--- config.mk ---
export PLATFORM = sky130hd
export DESIGN_NAME = sample_accumulator
export DESIGN_NICKNAME = d
export VERILOG_FILES = /design/src/rtl/sample_acc_pkg.sv /design/src/rtl/sample_accumulator_adder.sv /design/src/rtl/sample_accumulator.sv
export SDC_FILE = /design/constraint.sdc
export NUM_CORES = 1
export LEC_CHECK = 0
export CAP_MARGIN = 20
export CORE_UTILIZATION = 51
export CTS_CLUSTER_DIAMETER = 60
export CTS_CLUSTER_SIZE = 16
export DETAILED_ROUTE_END_ITERATION = 16
export PLACE_DENSITY = 0.8
export SYNTH_ARGS = -nofsm -noshare
export SYNTH_HDL_FRONTEND = slang
export SYNTH_HIERARCHICAL = 1
export SYNTH_SLANG_ARGS = --single-unit
--- constraint.sdc ---
create_clock -name clk -period 10.4 [get_ports clk]
set_input_delay 1.04 -clock clk [delete_from_list [all_inputs] [get_ports clk]]
set_output_delay 1.04 -clock clk [all_outputs]
set_load 0.1 [all_outputs]
--- src/rtl/sample_acc_pkg.sv ---
// sample_acc_pkg: shared FSM state type and default sizing for sample_accumulator.
package sample_acc_pkg;
  typedef enum logic [1:0] {IDLE, ACCUM, DONE} state_t;
  localparam int DEF_BIT_WIDTH = 8;
  localparam int DEF_NUM_SAMPLES = 4;
endpackage

--- src/rtl/sample_accumulator_adder.sv ---
// adder_nbit: unsigned n-bit ripple-carry adder with carry in/out.
module adder_nbit
  import sample_acc_pkg::*;
#(
  parameter int BIT_WIDTH = DEF_BIT_WIDTH
) (
  input  logic [BIT_WIDTH-1:0] a,
  input  logic [BIT_WIDTH-1:0] b,
  input  logic                 carry_in,
  output logic [BIT_WIDTH-1:0] sum,
  output logic                 carry_out
);
  logic c;
  always_comb begin
    c = carry_in;
    sum = '0;
    for (int k = 0; k < BIT_WIDTH; k++) begin
      sum[k] = a[k] ^ b[k] ^ c;
      c = (a[k] & b[k]) | (c & (a[k] ^ b[k]));
    end
    carry_out = c;
  end
endmodule

--- src/rtl/sample_accumulator.sv ---
// sample_accumulator: sums NUM_SAMPLES valid/ready samples per frame with sticky overflow.
// Define ACC_SATURATE_EN to clamp the sum at all ones instead of wrapping.
module sample_accumulator
  import sample_acc_pkg::*;
#(
  parameter int BIT_WIDTH   = DEF_BIT_WIDTH,
  parameter int NUM_SAMPLES = DEF_NUM_SAMPLES
) (
  input  logic                 clk,
  input  logic                 n_rst,
  input  logic                 clear,
  input  logic [BIT_WIDTH-1:0] data_in,
  input  logic                 data_valid,
  output logic                 data_ready,
  output logic [BIT_WIDTH-1:0] acc_out,
  output logic                 result_valid,
  output logic                 overflow
);
  localparam int CW = $clog2(NUM_SAMPLES + 1);
  localparam logic [CW-1:0] LAST = CW'(NUM_SAMPLES - 1);
  state_t state, state_nx;
  logic [CW-1:0] count, count_nx;
  logic [BIT_WIDTH-1:0] acc_nx, add_a, sum, sum_eff;
  logic ovf_nx, carry, accept;
  assign data_ready = state != DONE;
  assign result_valid = state == DONE;
  assign accept = data_valid & data_ready & ~clear;
  // First sample of a frame loads directly, so the old total is masked off the adder.
  assign add_a = state == IDLE ? '0 : acc_out;
  adder_nbit #(.BIT_WIDTH(BIT_WIDTH)) u_add (
    .a        (add_a),
    .b        (data_in),
    .carry_in (1'b0),
    .sum      (sum),
    .carry_out(carry)
  );
`ifdef ACC_SATURATE_EN
  assign sum_eff = carry ? '1 : sum;
`else
  assign sum_eff = sum;
`endif
  always_comb begin
    state_nx = state;
    count_nx = count;
    acc_nx = acc_out;
    ovf_nx = overflow;
    if (clear) begin
      state_nx = IDLE;
      count_nx = '0;
      acc_nx = '0;
      ovf_nx = 1'b0;
    end else if (state == DONE) begin
      state_nx = IDLE;
      count_nx = '0;
    end else if (accept) begin
      acc_nx = sum_eff;
      ovf_nx = (state == ACCUM && overflow) || carry;
      count_nx = count + CW'(1);
      state_nx = count == LAST ? DONE : ACCUM;
    end
  end
  always_ff @(posedge clk or negedge n_rst)
    if (!n_rst) begin
      state <= IDLE;
      count <= '0;
      acc_out <= '0;
      overflow <= 1'b0;
    end else begin
      state <= state_nx;
      count <= count_nx;
      acc_out <= acc_nx;
      overflow <= ovf_nx;
    end
endmodule

# After elaboration in Yosys (flattened, before gate mapping)
# Index checks and enable logic that the tools add are counted.
dict set report word_totals {
  register_bits 14
  inputBits 12
  elab_cells 70
}
dict set report classes {
  n_addsub 1
  eq_ne 5
  n_mux 14
  n_bitwise 40
  n_reduce_logical 6
}
# operator n
set ops {}
lappend ops {{two-way mux 8 bit} 4}
lappend ops {{bitwise AND 1 bit} 17}
lappend ops {{XOR 1 bit} 15}
lappend ops {{two-way mux 3 bit} 3}
lappend ops {{two-way mux 2 bit} 4}
lappend ops {{OR 1 bit} 7}
lappend ops {{inequality test 2 bit, second input constant} 2}
lappend ops {{adder 3 x 1 -> 3 bit, second input constant} 1}
lappend ops {{== test 3 x 2 -> 1 bit, second input constant} 1}
lappend ops {{two-way mux 1 bit} 3}
lappend ops {{nonzero test 3 bit} 1}
lappend ops {{== test 2 x 1 -> 1 bit, second input constant} 1}
lappend ops {{== test 2 bit, second input constant} 1}
lappend ops {{logical NOT 2 bit} 1}
lappend ops {{AND reduction 2 bit} 1}
lappend ops {{nonzero test 2 bit} 1}
lappend ops {{logical AND 1 bit} 1}
lappend ops {{logical OR 1 bit} 1}
lappend ops {{NOT 1 bit} 1}

# Longest topological paths before layout
dict set report logic_depth {
  ltp_word 21
  depth_mapped 17
  depth_no_buf 17
}

# Cells and area by module
# Netlist, hierarchy kept.
# mod n_inst cells_each area_per_inst_um2 seq_area_each_um2
set modules_own_cells {}
lappend modules_own_cells {sample_accumulator 1 76 733.2 350.3}
lappend modules_own_cells {adder_nbit 1 18 197.7 0.0}

# Least setup slack after synthesis
# OpenSTA, ideal clock, no wires.
dict set report synth_path {
  kind {register to register}
  from {reg acc_out[0]}
  to {reg acc_out[7]}
  setup_ps 78
  t_arrival_ps 4262
  required_time_ps 10322
  setup_slack_ps 6060
  stages_incl_launch_ff 16
  period_less_slack_ps 4340
  path_cell_list {dfrtp_1 -> nor2b_1 -> fa_1 -> inv_1 -> fa_1 -> inv_1 -> fa_1 -> fa_1 -> fa_1 -> fa_1 -> fa_1 -> inv_1 -> fa_1 -> inv_1 -> nand3_1 -> a21oi_1}
}
dict set report synth_via {
  elab_chain_cells 18
}
# item line
set synth_rtl {}
lappend synth_rtl {{from (decl)} sample_accumulator.sv:15} ;# output logic [BIT_WIDTH-1:0] acc_out,
lappend synth_rtl {{from (signal assigned)} sample_accumulator.sv:71} ;# acc_out <= acc_nx;
lappend synth_rtl {{two-way mux 8 bit} sample_accumulator.sv:29} ;# assign add_a = state == IDLE ? '0 : acc_out;
lappend synth_rtl {{net add_a[0]} sample_accumulator.sv:23} ;# logic [BIT_WIDTH-1:0] acc_nx, add_a, sum, sum_eff;
lappend synth_rtl {{bitwise AND 1 bit (2 in a row)} sample_accumulator_adder.sv:19} ;# c = (a[k] & b[k]) | (c & (a[k] ^ b[k]));
lappend synth_rtl {{OR 1 bit} sample_accumulator_adder.sv:19}
lappend synth_rtl {{bitwise AND 1 bit} sample_accumulator_adder.sv:19}
lappend synth_rtl {{OR 1 bit} sample_accumulator_adder.sv:19}
lappend synth_rtl {{bitwise AND 1 bit} sample_accumulator_adder.sv:19}
lappend synth_rtl {{OR 1 bit} sample_accumulator_adder.sv:19}
lappend synth_rtl {{[... 3 more ...]} n/a}
lappend synth_rtl {{OR 1 bit} sample_accumulator_adder.sv:19}
lappend synth_rtl {{bitwise AND 1 bit} sample_accumulator_adder.sv:19}
lappend synth_rtl {{OR 1 bit} sample_accumulator_adder.sv:19}
lappend synth_rtl {{XOR 1 bit} sample_accumulator_adder.sv:18} ;# sum[k] = a[k] ^ b[k] ^ c;
lappend synth_rtl {{net sum[7]} sample_accumulator.sv:23}
lappend synth_rtl {{two-way mux 8 bit} sample_accumulator.sv:55} ;# end else if (accept) begin
lappend synth_rtl {{two-way mux 8 bit} sample_accumulator.sv:52} ;# end else if (state == DONE) begin
lappend synth_rtl {{two-way mux 8 bit} sample_accumulator.sv:47} ;# if (clear) begin
# The timed path passes the listed nets, and every way through them passes these cells. The select of a mux whose other input is x is not followed.
# A chain may end at the register's enable or synchronous reset.

# Final worst setup path
dict set report layout_path {
  from {in data_in[0]}
  to {reg overflow}
}
dict set report layout_via {
  elab_chain_cells 19
}
# item line
set layout_rtl {}
lappend layout_rtl {{from (decl)} sample_accumulator.sv:12} ;# input logic [BIT_WIDTH-1:0] data_in,
lappend layout_rtl {{bitwise AND 1 bit (2 in a row)} sample_accumulator_adder.sv:19}
lappend layout_rtl {{OR 1 bit} sample_accumulator_adder.sv:19}
lappend layout_rtl {{bitwise AND 1 bit} sample_accumulator_adder.sv:19}
lappend layout_rtl {{OR 1 bit} sample_accumulator_adder.sv:19}
lappend layout_rtl {{bitwise AND 1 bit} sample_accumulator_adder.sv:19}
lappend layout_rtl {{OR 1 bit} sample_accumulator_adder.sv:19}
lappend layout_rtl {{bitwise AND 1 bit} sample_accumulator_adder.sv:19}
lappend layout_rtl {{OR 1 bit} sample_accumulator_adder.sv:19}
lappend layout_rtl {{[... 3 more ...]} n/a}
lappend layout_rtl {{OR 1 bit} sample_accumulator_adder.sv:19}
lappend layout_rtl {{bitwise AND 1 bit} sample_accumulator_adder.sv:19}
lappend layout_rtl {{OR 1 bit} sample_accumulator_adder.sv:19}
lappend layout_rtl {{net carry} sample_accumulator.sv:24} ;# logic ovf_nx, carry, accept;
lappend layout_rtl {{logical OR 1 bit} sample_accumulator.sv:57} ;# ovf_nx = (state == ACCUM && overflow) || carry;
lappend layout_rtl {{two-way mux 1 bit} sample_accumulator.sv:55}
lappend layout_rtl {{two-way mux 1 bit} sample_accumulator.sv:52}
lappend layout_rtl {{two-way mux 1 bit} sample_accumulator.sv:47}
lappend layout_rtl {{to (signal assigned)} sample_accumulator.sv:72} ;# overflow <= ovf_nx;
lappend layout_rtl {{to (decl)} sample_accumulator.sv:17} ;# output logic overflow
# The timed path passes the listed nets, and every way through them passes these cells. The select of a mux whose other input is x is not followed.

==> impl_summary.md <==
Routing
The number of detailed-route iterations in the first pass is 4. For this block, the initial DRC count from the detailed router was 12. The number of routed nets with antenna violations is 0. The residual DRC count is 0.

The average via count per standard cell is 5.13. The count of vias placed by the detailed router is 724. The average wire per cell in the routed design is 13.1 um. The total wirelength of the detailed-routed design is 1850 um.

Clock tree
The root buffer selected by CTS is clkbuf_4. The clock insertion delay at the later pin of the skew report is 270 ps. The total number of H-tree levels is 1. Clock tree synthesis found a total of 14 sinks. The number of clock buffers inserted by TritonCTS is 3. The TritonCTS clock tree is built. The number of buffers added for setup after CTS is 0. The worst-case clock buffer depth is 2. The post-CTS clock slew at the launch and capture registers of the worst setup and hold paths is 80 ps. The post-CTS resize count is 0.

In this run, post-CTS hold repair placed 0 buffers.

Floorplan
The die is 44.7 um wide. The floorplan step defined a die boundary enclosing 0.00200 sq mm. For this design the top-level I/O count stands at 23. After floorplanning, the core was divided into 15 placement rows.

The initial core utilization is 0.539. The core region is 0.00173 sq mm. The chip height is 44.7 um.

Final layout
The fraction of final layout cells sized beyond drive strength 1 is 0.0862. After routing the design area is 0.00118 sq mm. The area overhead of the layout relative to synthesis is 27.2%. Leaving out filler cells and counting taps, the final layout contains 141.

For this run, the share of the core covered by cells in the final layout is 0.686. The number of nets in the final layout is 139. 0 antenna diodes ended up in the layout.

Timing
The max-slew headroom at the worst pin is 0.342. For this run, the top clock speed supported by timing is 214 MHz. The count of final setup violators is 0. Setup repair after global routing left no endpoint under its margin.

The routed design could run at a clock period as short as 4660 ps. Dividing the final minimum period by the clock period gives 0.448. The sum of negative setup slack is 0 ps.

The final number of hold-violating endpoints is 0. Clock skew on the completed layout was measured at 6.57 ps. The worst hold slack is 552 ps. The slew of the pin with the lowest slew margin is 984 ps.

The number of max-slew violations in the final report is 0.

Power and ir drop
In this run the static leakage power is 0.521 nW. The power density relative to cell area is 127 mW/mm^2. The share of total power dissipated in the clock network is 0.259. Across the VDD grid, the largest voltage drop is 0.0818 mV.

The switching power of the nets is 0.0545 mW. The share of total power dissipated in sequential elements is 0.408. The internal portion of the total power is 0.0957 mW. Of the total power, the share spent switching nets is 0.363. The combinational power share is 0.334.

Global routing
The global-route wire length before repair is 3110 um. The largest net degree at the start of global routing is 18. For this run, the total global-route usage over all layers was measured as 0.219. The number of global-route vias before repair is 728. Summed over all layers, the global routing overflow is 0. The number of antenna violations at the first check in global routing is 0.

Flow run
The number of maximum-capacitance violations is 0.

Min path
The path class of the tightest hold or removal check is flop to flop.

Placement
At the end of routability-driven placement, the weighted congestion stood at 0.784. Summing all placed instances gives a cell area of 0.00115 sq mm. The number of cells after detailed placement is 137.

The placed wire-length estimate is 1380 um. The count of buffers inserted at the top-level ports is 22.

Critical path
For the worst setup path, the data required time is 10540 ps. For the worst flop-to-flop path, the logic depth is 17. The maximum fanout along the worst path is 2.

The destination of the worst register-to-register timing path is overflow. The critical path ends at overflow. The startpoint of the most critical register-to-register path is state[0]. Data on the critical path arrives at its endpoint at 4800 ps. The source of the critical timing path is data_in[0].

For flop-to-flop paths, the worst setup slack is 5840 ps. The type of element capturing the critical path is a flop. The worst setup path is of the input pin to flop kind. The type of origin of the critical path is an input pin.

Logic synthesis
The mean instance size in the synthesized netlist is 9.90 sq um. Yosys attributes the largest share of cell area to dfrtp_1 38%, fa_1 17%, nor2b_1 5.4%. The post-synthesis cell count is 94. By count the netlist is led by 14 x dfrtp_1, 13 x inv_1, 9 x a21oi_1, 9 x o21ai_0.

The most common cell in the synthesized netlist is dfrtp_1. The number of flops mapped to enable cells by yosys is 0. The cell taking the most area after synthesis is dfrtp_1.

The fraction of post-synthesis cell area in the top cell type by area is 0.376. The fraction of registers with async set/reset is 1.00. The count of distinct cell types in the synthesized netlist is 25. The combined area of all synthesized cells is 931 sq um. For this run, the number of Yosys warnings is 6. The register area share after synthesis is 0.376. The number of synthesized register bits is 14. Synthesis produced a netlist with a net count of 116. The most used flip-flop cell after synthesis is dfrtp_1.

Status
The run finished with clean final reports.
-- critical path: stages --
cell	delay, ps
clkdlybuf4s50_1	430
fa_1	400
inv_1	80
fa_1	160
inv_1	50
fa_1	380
fa_1	380
fa_1	390
fa_1	390
fa_1	380
inv_1	80
fa_1	170
inv_1	40
and2_1	160
o21ai_0	170
a31oi_1	100
-- cell type report --
| cell class | count | area (sq um) |
|---|---|---|
| timing repair buffer | 22 | 220 |
| inverter | 14 | 52.6 |
| clock buffer | 4 | 36.3 |
| multi-input combinational | 62 | 493 |
| tap | 25 | 31.3 |
| fill | 146 | 543 |
| sequential | 14 | 350 |
-- layout by cell type, fill, tap and decap left out, drive strengths merged, types with 4 or more instances in the layout --
cell type	Yosys	routed
clkdlybuf4s50	0	22
dfrtp	14	14
inv	14	14
o21ai	10	10
a21oi	9	9
nor2b	9	9
nand3	8	8
fa	8	8
nor2	5	5
clkbuf	0	4
-- per-stage QoR --
step / setup slack (ps) / power, mW
2_1_floorplan: 6060 / 0.0976
6_report: 5740 / 0.150
4_1_cts: 5730 / 0.151
3_5_place_dp: 5440 / 0.113
5_1_grt: 5630 / 0.159
3_3_place_gp: 5560 / 0.111
-- state kept, by name (all words and copies together) (netlist names) --
signal    cells
count         3
overflow      1
state         2
acc_out       8
-- layer usage --
layer / global-route usage / part of all wire
met5: 0 / 0
met4: 0.0545 / 0.0076
met3: 0.0360 / 0.027
met2: 0.388 / 0.50
met1: 0.280 / 0.46
-- power by group through the flow --
| stage | sequential (mW) | clock [mW] | combinational [mW] |
|---|---|---|---|
| global placement | 0.0620 | 0 | 0.0491 |
| floorplan | 0.0812 | 0 | 0.0164 |
| finish | 0.0612 | 0.0389 | 0.0501 |
| detailed placement | 0.0623 | 0 | 0.0505 |
| global route | 0.0618 | 0.0429 | 0.0541 |
| CTS | 0.0612 | 0.0394 | 0.0505 |
-- kinds of logic (layout without fill, tap and decap cells) --
| group | count (synthesis) | in the layout | share of synthesized area |
|---|---|---|---|
| AND/OR/NAND/NOR | 26 | 26 | 0.161 |
| adder cells (fa/ha/maj) | 10 | 10 | 0.199 |
| multiplexers | 2 | 2 | 0.0215 |
| other | 1 | 1 | 0.00403 |
| flip-flops | 14 | 14 | 0.376 |
| buffers and inverters | 18 | 40 | 0.0941 |
| AO/OA/AOI/OAI | 22 | 22 | 0.134 |
| XOR/XNOR | 1 | 1 | 0.00941 |
-- worst min path at each step --
stage	slack, ps	endpoint	depth (start not counted)	from
2_1_floorplan	490	count[1]	2	count[1]
3_3_place_gp	510	count[1]	2	count[1]
3_5_place_dp	540	count[1]	2	count[1]
4_1_cts	560	count[1]	2	count[1]
5_1_grt	590	count[1]	2	count[1]
6_report	550	count[1]	2	count[1]
Power figures use the tool's default switching activity.
